===== src/rtl/ifetch_queue_if.sv =====
// ---------------------------------------------------------------------------
// ifetch_queue_if
//   Groups the instruction-memory request/ack bus and the decode-side
//   valid/ready bus of the instruction-fetch queue.
//
// Handshakes:
//   imem: imem_req_out/imem_addr_out are held stable from the cycle the
//         request rises until the cycle imem_ack_in=1; that cycle the
//         transfer completes and imem_rdata_in carries the word.
//   ins:  an entry moves to decode at a rising edge where
//         ins_valid_out & ins_ready_in; ins_ready_in is ignored while
//         ins_valid_out is low.
//
// Modports:
//   master - the fetch queue (drives requests and ins_* outputs)
//   slave  - memory/decode side
// ---------------------------------------------------------------------------
interface ifetch_queue_if #(
  parameter int ADDR_W = 32,
  parameter int DATA_W = 32
);
  logic              imem_req_out;
  logic [ADDR_W-1:0] imem_addr_out;
  logic              imem_ack_in;
  logic [DATA_W-1:0] imem_rdata_in;
  logic              ins_valid_out;
  logic [DATA_W-1:0] ins_out;
  logic [ADDR_W-1:0] ins_pc_out;
  logic [ADDR_W-1:0] ins_pcn_out;
  logic              ins_ready_in;
  logic              redirect_in;
  logic [ADDR_W-1:0] redirect_pc_in;

  modport master (
    output imem_req_out, imem_addr_out,
    input  imem_ack_in, imem_rdata_in,
    output ins_valid_out, ins_out, ins_pc_out, ins_pcn_out,
    input  ins_ready_in, redirect_in, redirect_pc_in
  );

  modport slave (
    input  imem_req_out, imem_addr_out,
    output imem_ack_in, imem_rdata_in,
    input  ins_valid_out, ins_out, ins_pc_out, ins_pcn_out,
    output ins_ready_in, redirect_in, redirect_pc_in
  );
endinterface


===== src/rtl/ifetch_queue.sv =====
// ---------------------------------------------------------------------------
// ifetch_queue
//   Instruction-fetch unit: owns the PC, issues one word fetch at a time to
//   instruction memory and buffers results ({instr, pc, pc+4}) in a
//   DEPTH-entry FIFO presented to decode. A redirect flushes the FIFO and
//   restarts fetch at the (word-aligned) target; a fetch already in flight
//   is completed on the bus and its data discarded.
//
// Ports:
//   clock      - rising-edge clock
//   reset      - synchronous, active-low
//   bus        - ifetch_queue_if.master (imem req/ack + decode valid/ready
//                + redirect)
//   count_out  - number of valid FIFO entries
//   state_out  - fetch FSM state (0 IDLE, 1 WAIT, 2 DROP) for observation
//   stat_fetched_out / stat_flushed_out - only with FETCH_STATS_EN defined:
//                pushed-instruction and discarded-instruction counters
//
// Optional feature macro: FETCH_STATS_EN
// ---------------------------------------------------------------------------
module ifetch_queue #(
  parameter int                 ADDR_W   = 32,
  parameter int                 DATA_W   = 32,
  parameter logic [ADDR_W-1:0]  RESET_PC = ADDR_W'(32'h0040_0000),
  parameter int                 DEPTH    = 4
) (
  input  logic                     clock,
  input  logic                     reset,
  ifetch_queue_if.master           bus,
  output logic [$clog2(DEPTH):0]   count_out,
  output logic [1:0]               state_out
`ifdef FETCH_STATS_EN
  ,
  output logic [31:0]              stat_fetched_out,
  output logic [31:0]              stat_flushed_out
`endif
);

  localparam int PW = $clog2(DEPTH);
  localparam int CW = PW + 1;
  localparam logic [CW-1:0] DEPTH_C = CW'(DEPTH);

  typedef enum logic [1:0] {
    IDLE = 2'd0,
    WAIT = 2'd1,
    DROP = 2'd2
  } state_t;

  state_t            state_q, state_d;
  logic [ADDR_W-1:0] fetch_pc_q, fetch_pc_d;
  logic [ADDR_W-1:0] addr_q, addr_d;
  logic [CW-1:0]     count_q;
  logic [PW-1:0]     wr_ptr_q, rd_ptr_q;

  logic [DATA_W-1:0] mem_ins [DEPTH];
  logic [ADDR_W-1:0] mem_pc  [DEPTH];
  logic [ADDR_W-1:0] mem_pcn [DEPTH];

  logic              ack;
  logic              redirect;
  logic              valid;
  logic              push;
  logic              pop;
  logic [CW-1:0]     count_after_pop;
  logic              room_now;
  logic              room_after_push;
  logic [ADDR_W-1:0] redirect_target;
  logic [ADDR_W-1:0] fetch_pc_inc;
  logic              unused_pc_bits;

  assign ack      = bus.imem_ack_in;
  assign redirect = bus.redirect_in;
  assign valid    = (count_q != '0);

  // A redirect wins over both ends of the FIFO: nothing is pushed or popped
  // in the flush cycle.
  assign pop  = valid & bus.ins_ready_in & ~redirect;
  assign push = (state_q == WAIT) & ack & ~redirect;

  // A new request is only issued when its result is guaranteed a slot, so
  // the FIFO can never overflow.
  assign count_after_pop  = count_q - CW'(pop);
  assign room_now         = (count_after_pop < DEPTH_C);
  assign room_after_push  = ((count_after_pop + CW'(1)) < DEPTH_C);

  assign redirect_target = {bus.redirect_pc_in[ADDR_W-1:2], 2'b00};
  assign fetch_pc_inc    = fetch_pc_q + ADDR_W'(4);
  assign unused_pc_bits  = ^bus.redirect_pc_in[1:0];

  // Next-state / next-PC logic. addr_q is loaded only when a new request
  // starts, so the bus address stays put while a request is outstanding
  // even if fetch_pc is retargeted.
  always_comb begin
    state_d    = state_q;
    fetch_pc_d = fetch_pc_q;
    addr_d     = addr_q;
    case (state_q)
      IDLE: begin
        if (redirect) begin
          fetch_pc_d = redirect_target;
        end else if (room_now) begin
          state_d = WAIT;
          addr_d  = fetch_pc_q;
        end
      end
      WAIT: begin
        if (redirect) begin
          fetch_pc_d = redirect_target;
          state_d    = ack ? IDLE : DROP;
        end else if (ack) begin
          fetch_pc_d = fetch_pc_inc;
          if (room_after_push) begin
            addr_d = fetch_pc_inc;
          end else begin
            state_d = IDLE;
          end
        end
      end
      DROP: begin
        if (redirect) begin
          fetch_pc_d = redirect_target;
        end
        if (ack) begin
          state_d = IDLE;
        end
      end
      default: state_d = IDLE;
    endcase
  end

  always_ff @(posedge clock) begin
    if (!reset) begin
      state_q    <= IDLE;
      fetch_pc_q <= RESET_PC;
      addr_q     <= RESET_PC;
      count_q    <= '0;
      wr_ptr_q   <= '0;
      rd_ptr_q   <= '0;
    end else begin
      state_q    <= state_d;
      fetch_pc_q <= fetch_pc_d;
      addr_q     <= addr_d;
      if (redirect) begin
        count_q  <= '0;
        wr_ptr_q <= '0;
        rd_ptr_q <= '0;
      end else begin
        count_q <= count_q + CW'(push) - CW'(pop);
        if (push) wr_ptr_q <= wr_ptr_q + PW'(1);
        if (pop)  rd_ptr_q <= rd_ptr_q + PW'(1);
      end
    end
  end

  // Storage needs no reset: outputs are gated by valid.
  always_ff @(posedge clock) begin
    if (reset && push) begin
      mem_ins[wr_ptr_q] <= bus.imem_rdata_in;
      mem_pc[wr_ptr_q]  <= fetch_pc_q;
      mem_pcn[wr_ptr_q] <= fetch_pc_inc;
    end
  end

  assign bus.imem_req_out  = (state_q != IDLE);
  assign bus.imem_addr_out = addr_q;
  assign bus.ins_valid_out = valid;
  assign bus.ins_out       = valid ? mem_ins[rd_ptr_q] : '0;
  assign bus.ins_pc_out    = valid ? mem_pc[rd_ptr_q]  : '0;
  assign bus.ins_pcn_out   = valid ? mem_pcn[rd_ptr_q] : '0;
  assign count_out         = count_q;
  assign state_out         = state_q;

`ifdef FETCH_STATS_EN
  // Flushed count covers the queued entries plus the result of a request
  // that was in flight (WAIT) when the redirect arrived; a redirect in DROP
  // adds nothing for that request since it was already counted.
  always_ff @(posedge clock) begin
    if (!reset) begin
      stat_fetched_out <= '0;
      stat_flushed_out <= '0;
    end else begin
      if (push) stat_fetched_out <= stat_fetched_out + 32'd1;
      if (redirect) begin
        stat_flushed_out <= stat_flushed_out + 32'(count_q)
                            + ((state_q == WAIT) ? 32'd1 : 32'd0);
      end
    end
  end
`endif

endmodule


===== src/flat_wrapper.sv =====
// flat-port wrapper written by rule: the top's interface ports become plain ports
module ifetch_queue_flat 
#(
  parameter int                 ADDR_W   = 32,
  parameter int                 DATA_W   = 32,
  parameter logic [ADDR_W-1:0]  RESET_PC = ADDR_W'(32'h0040_0000),
  parameter int                 DEPTH    = 4
)
  (clock, reset, count_out, state_out, bus_imem_req_out, bus_imem_addr_out, bus_imem_ack_in, bus_imem_rdata_in, bus_ins_valid_out, bus_ins_out, bus_ins_pc_out, bus_ins_pcn_out, bus_ins_ready_in, bus_redirect_in, bus_redirect_pc_in);
  ifetch_queue_if #(.ADDR_W(ADDR_W), .DATA_W(DATA_W)) bus_i ();
  input  logic clock;
  input  logic reset;
  output logic [$clog2(DEPTH):0] count_out;
  output logic [1:0] state_out;
  output wire logic [$bits(bus_i.imem_req_out)-1:0] bus_imem_req_out;
  output wire logic [$bits(bus_i.imem_addr_out)-1:0] bus_imem_addr_out;
  input wire logic [$bits(bus_i.imem_ack_in)-1:0] bus_imem_ack_in;
  input wire logic [$bits(bus_i.imem_rdata_in)-1:0] bus_imem_rdata_in;
  output wire logic [$bits(bus_i.ins_valid_out)-1:0] bus_ins_valid_out;
  output wire logic [$bits(bus_i.ins_out)-1:0] bus_ins_out;
  output wire logic [$bits(bus_i.ins_pc_out)-1:0] bus_ins_pc_out;
  output wire logic [$bits(bus_i.ins_pcn_out)-1:0] bus_ins_pcn_out;
  input wire logic [$bits(bus_i.ins_ready_in)-1:0] bus_ins_ready_in;
  input wire logic [$bits(bus_i.redirect_in)-1:0] bus_redirect_in;
  input wire logic [$bits(bus_i.redirect_pc_in)-1:0] bus_redirect_pc_in;
  assign bus_imem_req_out = bus_i.imem_req_out;
  assign bus_imem_addr_out = bus_i.imem_addr_out;
  assign bus_i.imem_ack_in = bus_imem_ack_in;
  assign bus_i.imem_rdata_in = bus_imem_rdata_in;
  assign bus_ins_valid_out = bus_i.ins_valid_out;
  assign bus_ins_out = bus_i.ins_out;
  assign bus_ins_pc_out = bus_i.ins_pc_out;
  assign bus_ins_pcn_out = bus_i.ins_pcn_out;
  assign bus_i.ins_ready_in = bus_ins_ready_in;
  assign bus_i.redirect_in = bus_redirect_in;
  assign bus_i.redirect_pc_in = bus_redirect_pc_in;
  ifetch_queue #(.ADDR_W(ADDR_W), .DATA_W(DATA_W), .RESET_PC(RESET_PC), .DEPTH(DEPTH)) u_core (.clock(clock), .reset(reset), .bus(bus_i), .count_out(count_out), .state_out(state_out));
endmodule

===== config.mk =====
export PLATFORM = sky130hd
export DESIGN_NAME = ifetch_queue_flat
export DESIGN_NICKNAME = d
export VERILOG_FILES = /design/src/rtl/ifetch_queue_if.sv /design/src/rtl/ifetch_queue.sv /design/src/flat_wrapper.sv
export SDC_FILE = /design/constraint.sdc
export NUM_CORES = 1
export LEC_CHECK = 0
export BUFFER_PORTS_ARGS = -buffer_cell sky130_fd_sc_hd__buf_2
export CAP_MARGIN = 0
export CORE_ASPECT_RATIO = 0.6
export CORE_MARGIN = 2
export CORE_UTILIZATION = 50
export CTS_BUF_LIST = sky130_fd_sc_hd__clkbuf_4 sky130_fd_sc_hd__clkbuf_8
export DETAILED_ROUTE_END_ITERATION = 8
export GPL_TIMING_DRIVEN = 0
export HOLD_SLACK_MARGIN = 0.1
export PLACE_DENSITY = 0.7
export RECOVER_POWER = 25
export SLEW_MARGIN = 25
export SYNTH_ARGS = -nofsm -noshare
export SYNTH_HDL_FRONTEND = slang
export SYNTH_SLANG_ARGS = --single-unit

===== constraint.sdc =====
create_clock -name clock -period 14.2 [get_ports clock]
set_clock_uncertainty 0.15 [all_clocks]
set_input_delay 3.55 -clock clock [delete_from_list [all_inputs] [get_ports clock]]
set_output_delay 3.55 -clock clock [all_outputs]
set_load 0.02 [all_outputs]

; Yosys cells after proc, flatten, opt, wreduce, memory -nomap -nowiden
; Memory sizes are Yosys's and may differ from the RTL's. A register that Yosys moved wholly into a read port is not among the register bits.
; Cells that the tools add are included.
[totals]
mem_bits_rw = 384
input_bits = 69
mem_count = 3
out_inout_bits = 135
wordCells = 75
register_bits = 73
[op_classes]
add_sub_neg = 7
n_eq_ne = 11
bitwise_logic = 6
reduce_logical = 11
muxes = 29
n_lt_le_gt_ge = 2
[mem_list]
columns = memory, depth, word_bits, rd, rd_ports_with_merged_regs, wr, line_no
row1 = u_core.mem_ins, 4, 32, 1, 1, 1, ifetch_queue.sv:55  ; logic [DATA_W-1:0] mem_ins [DEPTH];
row2 = u_core.mem_pc, 4, 32, 1, 1, 1, ifetch_queue.sv:56  ; logic [ADDR_W-1:0] mem_pc [DEPTH];
row3 = u_core.mem_pcn, 4, 32, 1, 1, 1, ifetch_queue.sv:57  ; logic [ADDR_W-1:0] mem_pcn [DEPTH];
[ops]
columns = cell, n
row1 = 32-bit 2-to-1 mux, 11
row2 = 32-bit case mux with 2 select lines, 2
row3 = 32-bit by 3-bit adder with 32-bit output (second input constant), 1
row4 = 2-bit 2-to-1 mux, 13
row5 = 2-bit != test (second input constant), 4
row6 = 3-bit less-than comparator (second input constant), 2
row7 = 2-bit by 1-bit != test with 1-bit output (second input constant), 3
row8 = 3-bit != test (second input constant), 2
row9 = 2-bit case mux with 3 select lines, 1
row10 = 6-bit AND reduction, 1
row11 = 2-bit nonzero test, 3
row12 = 3-bit by 1-bit subtractor with 3-bit output, 2
row13 = 5-bit AND reduction, 1
row14 = 2-bit by 1-bit adder with 2-bit output (second input constant), 2
row15 = 1-bit AND, 4
row16 = 2-bit OR reduction, 2
row17 = 3-bit by 1-bit adder with 3-bit output, 1
row18 = 3-bit by 1-bit adder with 3-bit output (second input constant), 1
row19 = 3-bit AND reduction, 1
row20 = 3-bit nonzero test, 1
row21 = 2-bit by 1-bit equality test with 1-bit output (second input constant), 1
row22 = 2-bit equality test (second input constant), 1
row23 = 2-bit zero test, 1
row24 = 1-bit 2-to-1 mux, 2
row25 = 2 further kinds, 3

; Longest topological paths before layout
[depth]
word_depth = 10
ltp_mapped = 11
depth_no_buf = 8

; Worst setup path after synthesis
; No wires, ideal clock.
[synth_timing]
path_kind = input to register
from = in bus_redirect_in
to = mem u_core.mem_ins[0][0], enable pin
t_required_ps = 13589
arrival_time_ps = 6571
setup_slack_ps = 7018
n_path_buf = 1
stages = 4
cell_sequence = clkbuf_1 -> o21ai_0 -> nor3_1 -> and2_1
[synth_between]
elab_chain_cells = 5
[synth_lines]
columns = element, line_no
row1 = "start, declared", flat_wrapper.sv:24  ; input wire logic [$bits(bus_i.redirect_in)-1:0] bus_redirect_in;
row2 = 1-bit inverter, ifetch_queue.sv:78  ; assign push = (state_q == WAIT) & ack & ~redirect;
row3 = 1-bit AND, ifetch_queue.sv:78
row4 = 1-bit logical AND, ifetch_queue.sv:157  ; if (reset && push) begin
row5 = 1-bit 2-to-1 mux, ifetch_queue.sv:157
row6 = 1-bit 2-to-1 mux (not written as such), ifetch_queue.sv:158  ; mem_ins[wr_ptr_q] <= bus.imem_rdata_in;
row7 = "end, declared", ifetch_queue.sv:55
; No other way between the ends.

==> flow_summary.ini <==
[synth]
synthFlopType = edfxtp_1
synth_compound_area_share_pct = 5.53
yosys.cell_types.count = 64
yosysMostFrequentCell = edfxtp_1
ys_ff_latch = 439
yosysSeqAreaShare_pct = 67.6
synth_area_leaders = edfxtp_1 (60%), mux4_2 (11%), dfxtp_1 (7.7%)
syn_inst = 1176
synthSimpleGateAreaFrac_pct = 9.69
synth_top_area_cell = edfxtp_1
synth-edff-count = 368
postSynthAreaPerCell_um2 = 15.7
synth.area.mux_share_pct = 11.2
syn_area_um2 = 18500
ys_warn_count = 0
yosys.area.top_type_share_pct = 59.9
ys_top_cells_by_count = edfxtp_1 (368), and2_1 (100), mux4_2 (92)
synthArstFlopShare_pct = 0
synth_top_family_by_area = multiplexers
synth_adder_area_share_pct = 0.651
synth_xor_xnor_area_share_pct = 2.71

[power]
power_density_nw_per_um2 = 121
irDropWorstVdd_uv = 74.6
p_total_w = 0.00259
leakage_nw = 7.46

[floorplanning]
core_area_um2 = 36300
initial_core_util_pct = 50.8
die_h_um = 153
io_pins = 204
die_area_um2 = 38500
die_w_um = 252
rows = 54

[critical_path]
cp_top_family = buffers and inverters
end_kind = output pin
critPathMostFrequentCell = buf_2
cp_num_buf_inv = 3
crit_path_max_fanout = 10
path_class = reg -> out
path_cells = clkbuf_1, buf_2, mux4_2, and2_1, buf_2
crit_arrival_ns = 3.13
cp_data_required_time_ns = 10.50
critPathMaxStageDelay_ns = 0.71
slowest_stage = clkbuf_1
critPathLaunchType = flop

[timing]
hold_violations = 0
fin_crit_sh_pct = 48.1
rsz0062_at_grt = no
fin_hold_ws_ns = 0.356
fin_tns_setup_ns = 0
period_needed_ns = 6.83
tightest_slew_ns = 0.961
finalSetupViolCount = 0
fmax_mhz = 146
drv_slew = 0
slew_headroom_pct = 35.9

[route]
ant_nets = 0
drt-initial-drc-count = 1226
wirelength_um = 47000
vias = 11584
drt_drc_violations_left = 0
drtPass1Iterations = 5
vias_per_cell = 5.87
route.detailed.wl_per_inst_um = 23.8

[clocking]
post_cts_resized = 0
htree_num_levels = 2
clock_sinks = 439
cts_root_buf = clkbuf_8
insertion_delay_ns = 0.65
ctsHoldBuffers = 0
max-clock-path-buffers = 3
path_clk_slew_ns = 0.06
cts_made_buffers = 61
cts_tree = yes
post_cts_buffers = 0

[finish]
syn_to_final_growth_pct = 16.4
drive_gt1_share_pct = 29.9
ff_latch_area_um2 = 12500
nets = 1524
nFillCells = 2841
multiInputGateArea_um2 = 5530
fin_util_pct = 59.1

[grt]
grt_max_degree = 46
grt_pass1_vias = 11459
antenna_found_initial = 0
gr-usage-all-layers_pct = 24.5
grt_overflow = 0
grt_pass1_wl_um = 70300

[run_status]
status = complete, no violations

[placement]
place.detailed.hpwl_um = 32100
gp_congestion = 0.981
portBuffers = 194

[min_path]
hold_class = reg -> reg

[job]
maxCapViolCount = 0
## final timing paths
check | start | end | slack, ns | cells past startpoint
setup / recovery | flop | bus_ins_pc_out[21] | 7.37 | 5
hold reg to reg | u_core.rd_ptr_q[1] | flop | 0.36 | 2
hold / removal | u_core.rd_ptr_q[1] | flop | 0.36 | 2
setup reg to reg | u_core.fetch_pc_q[11] | u_core.mem_pcn[1][23] | 10.77 | 5
## power by group
group          switching (W)  internal (W)
Clock               0.000476      0.000521
Sequential         0.0000237       0.00142
Combinational       0.000101     0.0000530
Total               0.000602       0.00199
## layout by cell type (no fill, tap or decap), types with 19 or more instances in the layout
master and n:
nor3_1 25, nor2_1 41, and2_1 96, buf_2 214, mux4_2 92, nand2_1 46, dfxtp_1 71, clkbuf_8 63
clkbuf_1 63, edfxtp_1 368, a21oi_1 31, nor4_1 29, xnor2_1 39, o21ai_0 19, nand3_1 19, clkbuf_4 27
## worst reg2reg max path, stage by stage, from the launching register on
cell	delay (ns)
dfxtp_1	0.45
clkbuf_1	0.49
nand4_1	0.54
nor4_1	0.85
nand4_1	0.35
xnor2_1	0.37
## sequential cells by signal, indices dropped and copies added (netlist names), named ones only
signal and flops:
u_core.mem_pc 120, u_core.mem_pcn 120, u_core.rd_ptr_q 2, u_core.wr_ptr_q 2, u_core.bus.imem_addr_out 30, u_core.fetch_pc_q 30
u_core.count_out 3, u_core.mem_ins 128, u_core.state_out 2
## final cells by class
class	count	area share (%)
Buffer	101	2.03
Inverter	11	0.192
Tap cell	476	2.77
Clock buffer	90	4.98
Multi-Input combinational cell	630	25.8
Timing Repair Buffer	202	5.41
Clock inverter	23	0.769
Antenna cell	1	0.0117
Sequential cell	439	58.1
## routing by layer
| metal | part of all wire [%] | vias up | track usage [%] |
|---|---|---|---|
| met3 | 9.6 | 89 | 5.74 |
| met2 | 44 | 562 | 36.2 |
| met1 | 44 | 5811 | 36.7 |
| li1 | - | 5122 | - |
| met4 | 2.5 | 0 | 6.88 |
| met5 | 0 | - | 0 |
## stage by stage
step / worst slack [ns] / cell area (µm²) / instances
6_report: 7.37 / 21500 / 1973
5_1_grt: 7.22 / 21500 / 1972
4_1_cts: 7.29 / 21500 / 1972
3_5_place_dp: 7.50 / 20200 / 1859
3_3_place_gp: 4.34 / 20000 / 1851
2_1_floorplan: 7.02 / 18500 / 1181
## kinds of logic (layout without fill, tap and decap cells)
logic type	after synthesis	count (layout)
flops	439	439
simple gates	321	321
compound gates	145	145
buf+inv	112	427
mux	92	92
xor+xnor	57	57
fa+ha+maj	9	9
other cells	1	7
Note: power is estimated with default switching activity, not from simulation.
